### config.mk
export PLATFORM = sky130hd
export DESIGN_NAME = bpm_uart_reporter
export DESIGN_NICKNAME = d
export VERILOG_FILES = /design/src/rtl/bpm_uart_reporter.sv
export SDC_FILE = /design/constraint.sdc
export NUM_CORES = 1
export LEC_CHECK = 0
export BUFFER_PORTS_ARGS = -buffer_cell sky130_fd_sc_hd__buf_2
export CELL_PAD_IN_SITES_DETAIL_PLACEMENT = 0
export CELL_PAD_IN_SITES_GLOBAL_PLACEMENT = 1
export CORE_UTILIZATION = 45
export DETAILED_ROUTE_END_ITERATION = 12
export GPL_ROUTABILITY_DRIVEN = 1
export MAX_ROUTING_LAYER = met4
export PLACE_DENSITY_LB_ADDON = 0.3
export SYNTH_ARGS = -nofsm -noshare
export SYNTH_HDL_FRONTEND = slang
export SYNTH_SLANG_ARGS = --single-unit
export TNS_END_PERCENT = 1
### constraint.sdc
create_clock -name i_clk -period 6.3 [get_ports i_clk]
set_clock_uncertainty 0.1 [all_clocks]
set_input_delay 0.315 -clock i_clk [delete_from_list [all_inputs] [get_ports i_clk]]
set_output_delay 0.315 -clock i_clk [all_outputs]
set_load 0.005 [all_outputs]
### src/rtl/bpm_uart_reporter.sv
// Converts a 34-bit BPM value to decimal ASCII and streams it, optionally
// followed by CR LF, to a UART transmitter over a valid/ready byte handshake.
module bpm_uart_reporter #(
    parameter bit SEND_CRLF = 1'b1
) (
    input  logic        i_clk,
    input  logic        i_reset,
    input  logic [33:0] i_bpm_counter,
    input  logic        i_bpm_changed,
    output logic [7:0]  o_tx_data,
    output logic        o_tx_valid,
    input  logic        i_tx_ready,
    output logic        o_busy
);

    localparam int unsigned VAL_W     = 34;
    localparam int unsigned DIGITS    = 11;
    localparam int unsigned BCD_W     = DIGITS * 4;
    localparam int unsigned CNT_W     = 6;
    localparam int unsigned IDX_W     = 4;
    localparam logic [CNT_W-1:0] LAST_BIT  = CNT_W'(VAL_W - 1);
    localparam logic [IDX_W-1:0] TOP_DIGIT = IDX_W'(DIGITS - 1);

    typedef enum logic [2:0] {
        IDLE,
        CONVERT,
        SKIP,
        SEND_DIGIT,
        SEND_CR,
        SEND_LF
    } state_t;

    state_t             state;
    logic [VAL_W-1:0]   value;
    logic [VAL_W-1:0]   pending_value;
    logic               pending;
    logic [BCD_W-1:0]   bcd;
    logic [CNT_W-1:0]   bit_cnt;
    logic [IDX_W-1:0]   idx;

    // One double-dabble iteration: add 3 to every digit >= 5, then shift in the next bit.
    function automatic logic [BCD_W-1:0] dd_step(input logic [BCD_W-1:0] b, input logic bit_in);
        logic [BCD_W-1:0] a;
        a = b;
        for (int i = 0; i < int'(DIGITS); i++) begin
            if (a[4*i +: 4] >= 4'd5) a[4*i +: 4] = a[4*i +: 4] + 4'd3;
        end
        return {a[BCD_W-2:0], bit_in};
    endfunction

    function automatic logic [3:0] digit_at(input logic [BCD_W-1:0] b, input logic [IDX_W-1:0] i);
        return b[{i, 2'b00} +: 4];
    endfunction

    function automatic logic [7:0] ascii(input logic [3:0] d);
        return 8'h30 + {4'b0000, d};
    endfunction

    always_ff @(posedge i_clk) begin
        if (i_reset) begin
            state         <= IDLE;
            o_tx_valid    <= 1'b0;
            o_tx_data     <= 8'h00;
            o_busy        <= 1'b0;
            pending       <= 1'b0;
            pending_value <= '0;
            value         <= '0;
            bcd           <= '0;
            bit_cnt       <= '0;
            idx           <= '0;
        end else begin
            // Updates arriving mid-message are parked; the latest one wins.
            if (i_bpm_changed && state != IDLE) begin
                pending       <= 1'b1;
                pending_value <= i_bpm_counter;
            end

            case (state)
                IDLE: begin
                    if (i_bpm_changed || pending) begin
                        value   <= i_bpm_changed ? i_bpm_counter : pending_value;
                        pending <= 1'b0;
                        bcd     <= '0;
                        bit_cnt <= '0;
                        o_busy  <= 1'b1;
                        state   <= CONVERT;
                    end
                end

                CONVERT: begin
                    bcd     <= dd_step(bcd, value[VAL_W-1]);
                    value   <= {value[VAL_W-2:0], 1'b0};
                    bit_cnt <= bit_cnt + CNT_W'(1);
                    if (bit_cnt == LAST_BIT) begin
                        idx   <= TOP_DIGIT;
                        state <= SKIP;
                    end
                end

                // Strip leading zeros, but always keep the units digit.
                SKIP: begin
                    if (idx != '0 && digit_at(bcd, idx) == 4'd0) begin
                        idx <= idx - IDX_W'(1);
                    end else begin
                        o_tx_data  <= ascii(digit_at(bcd, idx));
                        o_tx_valid <= 1'b1;
                        state      <= SEND_DIGIT;
                    end
                end

                SEND_DIGIT: begin
                    if (i_tx_ready) begin
                        if (idx != '0) begin
                            idx       <= idx - IDX_W'(1);
                            o_tx_data <= ascii(digit_at(bcd, idx - IDX_W'(1)));
                        end else if (SEND_CRLF) begin
                            o_tx_data <= 8'h0D;
                            state     <= SEND_CR;
                        end else begin
                            o_tx_valid <= 1'b0;
                            o_busy     <= pending || i_bpm_changed;
                            state      <= IDLE;
                        end
                    end
                end

                SEND_CR: begin
                    if (i_tx_ready) begin
                        o_tx_data <= 8'h0A;
                        state     <= SEND_LF;
                    end
                end

                SEND_LF: begin
                    if (i_tx_ready) begin
                        o_tx_valid <= 1'b0;
                        o_busy     <= pending || i_bpm_changed;
                        state      <= IDLE;
                    end
                end

                default: state <= IDLE;
            endcase
        end
    end

endmodule

**After elaboration in Yosys (flattened, before gate mapping)**

Index checks and enable logic that the tools add are counted.

- Magnitude comparators: 11
- Multiplexer cells: 45
- Bitwise gates (word level): 0
- Reductions and logical operators: 18
- Divide/modulo/power cells: 0
- Multiply operators: 0
- Shift operators: 2
- Add/sub/neg operators: 15
- Equality and inequality tests: 15

Operators with widths:

| kind | count |
|---|---|
| 44-bit case mux with 2 select lines | 1 |
| 44-bit by 7-bit indexed part select with 4-bit output | 2 |
| 34-bit two-way mux | 2 |
| 34-bit case mux with 2 select lines | 1 |
| 4-bit two-way mux | 14 |
| 4-bit by 3-bit greater-or-equal comparator with 1-bit output (second input constant) | 11 |
| 44-bit two-way mux | 1 |
| 4-bit by 2-bit adder with 4-bit output (second input constant) | 10 |
| 3-bit two-way mux | 8 |
| 8-bit two-way mux | 3 |
| 8-bit case mux with 3 select lines | 1 |
| 2-bit != test (second input constant) | 9 |
| 3-bit case mux with 6 select lines | 1 |
| 6-bit by 4-bit adder with 7-bit output (first input constant) | 2 |
| 4-bit case mux with 3 select lines | 1 |
| 6-bit case mux with 2 select lines | 1 |
| 3-bit nonzero test | 3 |
| 1-bit two-way mux | 7 |
| 7-bit two-way mux | 1 |
| 7-bit AND reduction | 1 |
| 6-bit by 1-bit adder with 6-bit output (second input constant) | 1 |
| 3-bit by 2-bit == test with 1-bit output (second input constant) | 2 |
| 3-bit == test (second input constant) | 2 |
| 6-bit == test (second input constant) | 1 |
| 15 further kinds | 20 |

- Bits in writable memories: 0
- Bits of input ports: 38
- Word-level logic and storage cells: 116
- Memory bits (read-only): 0
- Memories kept: 0
- Flip-flop bits (word level): 136
- Output and inout bits: 10
- Bits in latches: 0

**Logic depth before layout (Yosys ltp)**

- Word-level depth: 6
- Gate-level depth with buffers: 12

**Worst setup path before layout**

Ideal clock, no wire load.

- Kind: reg-to-reg
- Start: register idx[0]
- End: register o_tx_data[1]
- Setup time: 123 ps
- Slack: 3,746 ps
- Cell stages (with the launch flop): 13
- Data required time: 6,077 ps
- Buffers on the path: 4
- Arrival time: 2,330 ps
- Path through: dfxtp_1 -> buf_6 -> buf_12 -> inv_4 -> ha_1 -> buf_2 -> clkbuf_1 -> mux4_2 -> mux2i_1 -> nor2_1 -> o21ai_1 -> a21oi_1 -> mux2_1

- Word-level cells in the longest chain between the ends: 6

RTL lines:

| element | line | RTL |
|---|---|---|
| start: declaration | 39 | `logic [IDX_W-1:0] idx;` |
| start signal: assignment | 103 | `idx <= idx - IDX_W'(1);` |
| start signal: assignment | 114 | `idx <= idx - IDX_W'(1);` |
| 4-bit by 1-bit subtractor with 4-bit output | 115 | `o_tx_data <= ascii(digit_at(bcd, idx - IDX_W'(1)));` |
| 44-bit by 7-bit indexed part select with 4-bit output | 52 | `return b[{i, 2'b00} +: 4];` |
| 6-bit by 4-bit adder with 7-bit output | 56 | `return 8'h30 + {4'b0000, d};` |
| 7-bit two-way mux | 113 | `if (idx != '0) begin` |
| 8-bit two-way mux | 112 | `if (i_tx_ready) begin` |
| 8-bit case mux with 3 select lines | 78 | `case (state)` |
| end signal: assignment | 105 | `o_tx_data <= ascii(digit_at(bcd, idx));` |
| end signal: assignment | 115 |  |
| end: declaration | 10 | `output logic [7:0] o_tx_data,` |

Several ways; a longest one is shown, not always the timed one. The select of a mux whose other input is x is not followed.
A chain may end at the register's enable or synchronous reset.

**Worst setup path in the final report**

- Start: register idx[1]
- End: register o_tx_data[3]

Same word-level chain as after synthesis.

==> impl_metrics.yaml <==
outcome:
  run_status: "completed"
floorplanning:
  die_area_um2: 17400
  design.portCount: 48
  fp.dieW_um: 132
  fp.dieH_um: 132
  core_area_um2: 16500
  std_cell_rows: 47
  initial_core_util_pct: 45.9
timing:
  tns_ns: 0
  finalMaxSlewViolations: 0
  setup_viol: 0
  fin_crit_sh_pct: 54.2
  fmax_ghz: 0.293
  fin_crit_ns: 3.42
  hold_viol: 0
  tightest_slew_ns: 1.13
  rsz0062_at_grt: "false"
  slew_headroom_pct: 24.2
drt:
  wl_mm: 18.0
  viasPerCell: 5.62
  drc: 0
  firstDrtPassIters: 5
  wl_per_cell_um: 15.4
  antenna_left: 0
  drt_iter0_markers: 392
  vias: 6548
yosys:
  async_flop_share_pct: 0
  ys_ff_latch: 133
  synth_top_family_by_area: "simple AND/OR/NAND/NOR gates"
  synth_area_leaders: "dfxtp_1 (35%), mux2i_1 (8.2%), a21oi_1 (6.7%), nand2_1 (5.7%), nor2_1 (5.3%)"
  synth_xor_area_share_pct: 1.83
  synth_common_cells: "dfxtp_1 (133), nand2_1 (115), nor2_1 (107)"
  syn_inst: 932
  synth_top_area_share_pct: 35.1
  synth-adder-area-share_pct: 4.12
  synth_mux_area_share_pct: 11.3
  synth-compound-area-share_pct: 19.6
  postSynthAreaPerCell_um2: 8.14
  synth.largest_area_cell: "dfxtp_1"
  syn_area_um2: 7590
  ys_types: 74
  yosysWarnings: 0
  dominantRegCellSynth: "dfxtp_1"
  synth-simple-area-share_pct: 21.3
  synth_edf_count: 0
  synth.most_common_cell: "dfxtp_1"
  seq_area_frac_synth_pct: 35.1
global_routing:
  grtUsageTotal_pct: 22.5
  grt_overflow_total: 0
  grt_max_degree: 71
  antenna_found_initial: 0
  grt_pass1_wl_mm: 31.2
  grt_pass1_vias: 6193
worst_setup_path:
  worstPathArrival_ns: 3.62
  r2r-end: "o_tx_data[3]"
  cpMaxStageDelayCell: "dfxtp_1"
  start_kind: "flip-flop"
  criticalPathCategory: "reg -> reg"
  cp_num_buf_inv: 1
  critPathCaptureType: "flip-flop"
  path_cells: "inv_1 -> ha_1 -> mux4_2 -> or3_1 -> a21oi_1 -> nor4_1 -> o31ai_1 -> mux2i_1"
  worst-r2r-cell-count: 8
  r2r_slack_ns: 2.88
  critPathLaunch: "idx[1]"
  worstPathRequired_ns: 6.50
  worst-path-stages: 8
  path_max_fanout: 23
  critPathTopFamily: "flip-flops"
  slowest_delay_ns: 1.06
  r2r-start: "idx[1]"
power:
  vdd_drop_max_mv: 0.203
  power.density_nw_per_um2: 250
  leakage_nw: 2.91
worst_hold_path:
  hold_class: "in -> reg"
  whs_endpoint: "pending_value[24]"
  holdPathStages: 3
  hp-start: "i_bpm_counter[24]"
clock_network:
  cts_root_buf: "clkbuf_16"
  cts_max_level: 4
  cts_buffer_depth: 2
  post_cts_buffers: 0
  cts_tree: "yes"
  ctsResizeCount: 0
  cts.sinks: 133
  cts_buffers: 17
  cts.reportedPaths.clkPinSlew_ns: 0.06
  hold_buffers: 0
  clock_latency_ns: 0.42
finish:
  finalCoreUtilization_pct: 51.0
  fillerInstances: 1640
  design_area_um2: 8430
  final-seq-area_um2: 2660
  final_nets: 997
  area_delta_synth_final_pct: 11.0
  insertedDiodeCount: 0
  drive_gt1_share_pct: 13.0
  multi_input_area_um2: 4460
place:
  place.gp.congestion: 0.894
  port_buffers: 45
  placed_area_um2: 7800
  dpl.hpwl_mm: 11.4
flow_run:
  maxCapViolCount: 0
-- sequential cells by signal, indices dropped and copies added (netlist names) --
register / flops
state: 3
o_tx_data: 5
value: 34
pending_value: 34
bit_cnt: 6
o_busy: 1
o_tx_valid: 1
pending: 1
bcd: 44
idx: 4
-- layout make-up --
| cell class | instances | share of cell area [%] |
|---|---|---|
| Multi-Input combinational cell | 698 | 53.0 |
| Sequential cell | 133 | 31.6 |
| Clock buffer | 20 | 5.30 |
| Timing Repair Buffer | 52 | 3.33 |
| Tap cell | 220 | 3.27 |
| Clock inverter | 11 | 2.09 |
| Inverter | 32 | 1.46 |
-- routing by layer --
layer	vias up	track usage, %	wire (um)
met5	-	-	0
met4	0	6.20	203
met3	16	4.61	602
met2	118	36.6	8690
met1	3084	28.3	8470
li1	3330	-	-
-- where the power goes --
group / internal [mW] / total (mW) / switching [mW]
Clock: 0.672 / 1.05 / 0.381
Sequential: 0.868 / 0.886 / 0.0175
Combinational: 0.0556 / 0.167 / 0.112
Total: 1.60 / 2.11 / 0.511
-- worst reg2reg max path, cell delays in order, from the launching register on --
cell and delay (ns):
dfxtp_1 1.06, inv_1 0.11, ha_1 0.76, mux4_2 0.39
or3_1 0.31, a21oi_1 0.14, nor4_1 0.08, o31ai_1 0.26
mux2i_1 0.09
-- per-stage QoR --
| step | worst slack, ns | power, mW | instances | hold slack, ns |
|---|---|---|---|---|
| 2_1_floorplan | 3.75 | 1.02 | 933 | 0.332 |
| 3_3_place_gp | 2.95 | 1.07 | 1135 | 0.341 |
| 3_5_place_dp | 2.87 | 1.07 | 1135 | 0.346 |
| 4_1_cts | 2.87 | 2.13 | 1166 | 0.0208 |
| 5_1_grt | 2.64 | 2.19 | 1166 | 0.0282 |
| 6_report | 2.88 | 2.11 | 1166 | 0.0362 |
-- cell families after synthesis --
logic type	after synthesis
other	1
AND/OR/NAND/NOR	344
flip-flops	133
buffers and inverters	102
AO/OA/AOI/OAI	237
adder cells (fa/ha/maj)	25
multiplexers	75
XOR/XNOR	15
-- cells in the final DEF (no fill, tap or decap), types with 25 or more instances in the layout --
cell type / count
dfxtp_1: 133
nand2_1: 115
nor2_1: 106
a21oi_1: 102
mux2i_1: 62
buf_2: 44
nand3_1: 37
o21ai_0: 36
a221oi_1: 35
inv_1: 31
nor3_1: 31
ha_1: 25
-- worst max-delay path by stage --
stage | end | slack, ns
floorplan | o_tx_data[1] | 3.75
global placement | o_tx_data[3] | 2.95
detailed placement | o_tx_data[3] | 2.87
CTS | o_tx_data[3] | 2.87
global route | o_tx_data[0] | 2.64
finish | o_tx_data[3] | 2.88
(Power assumes the default switching activity.)
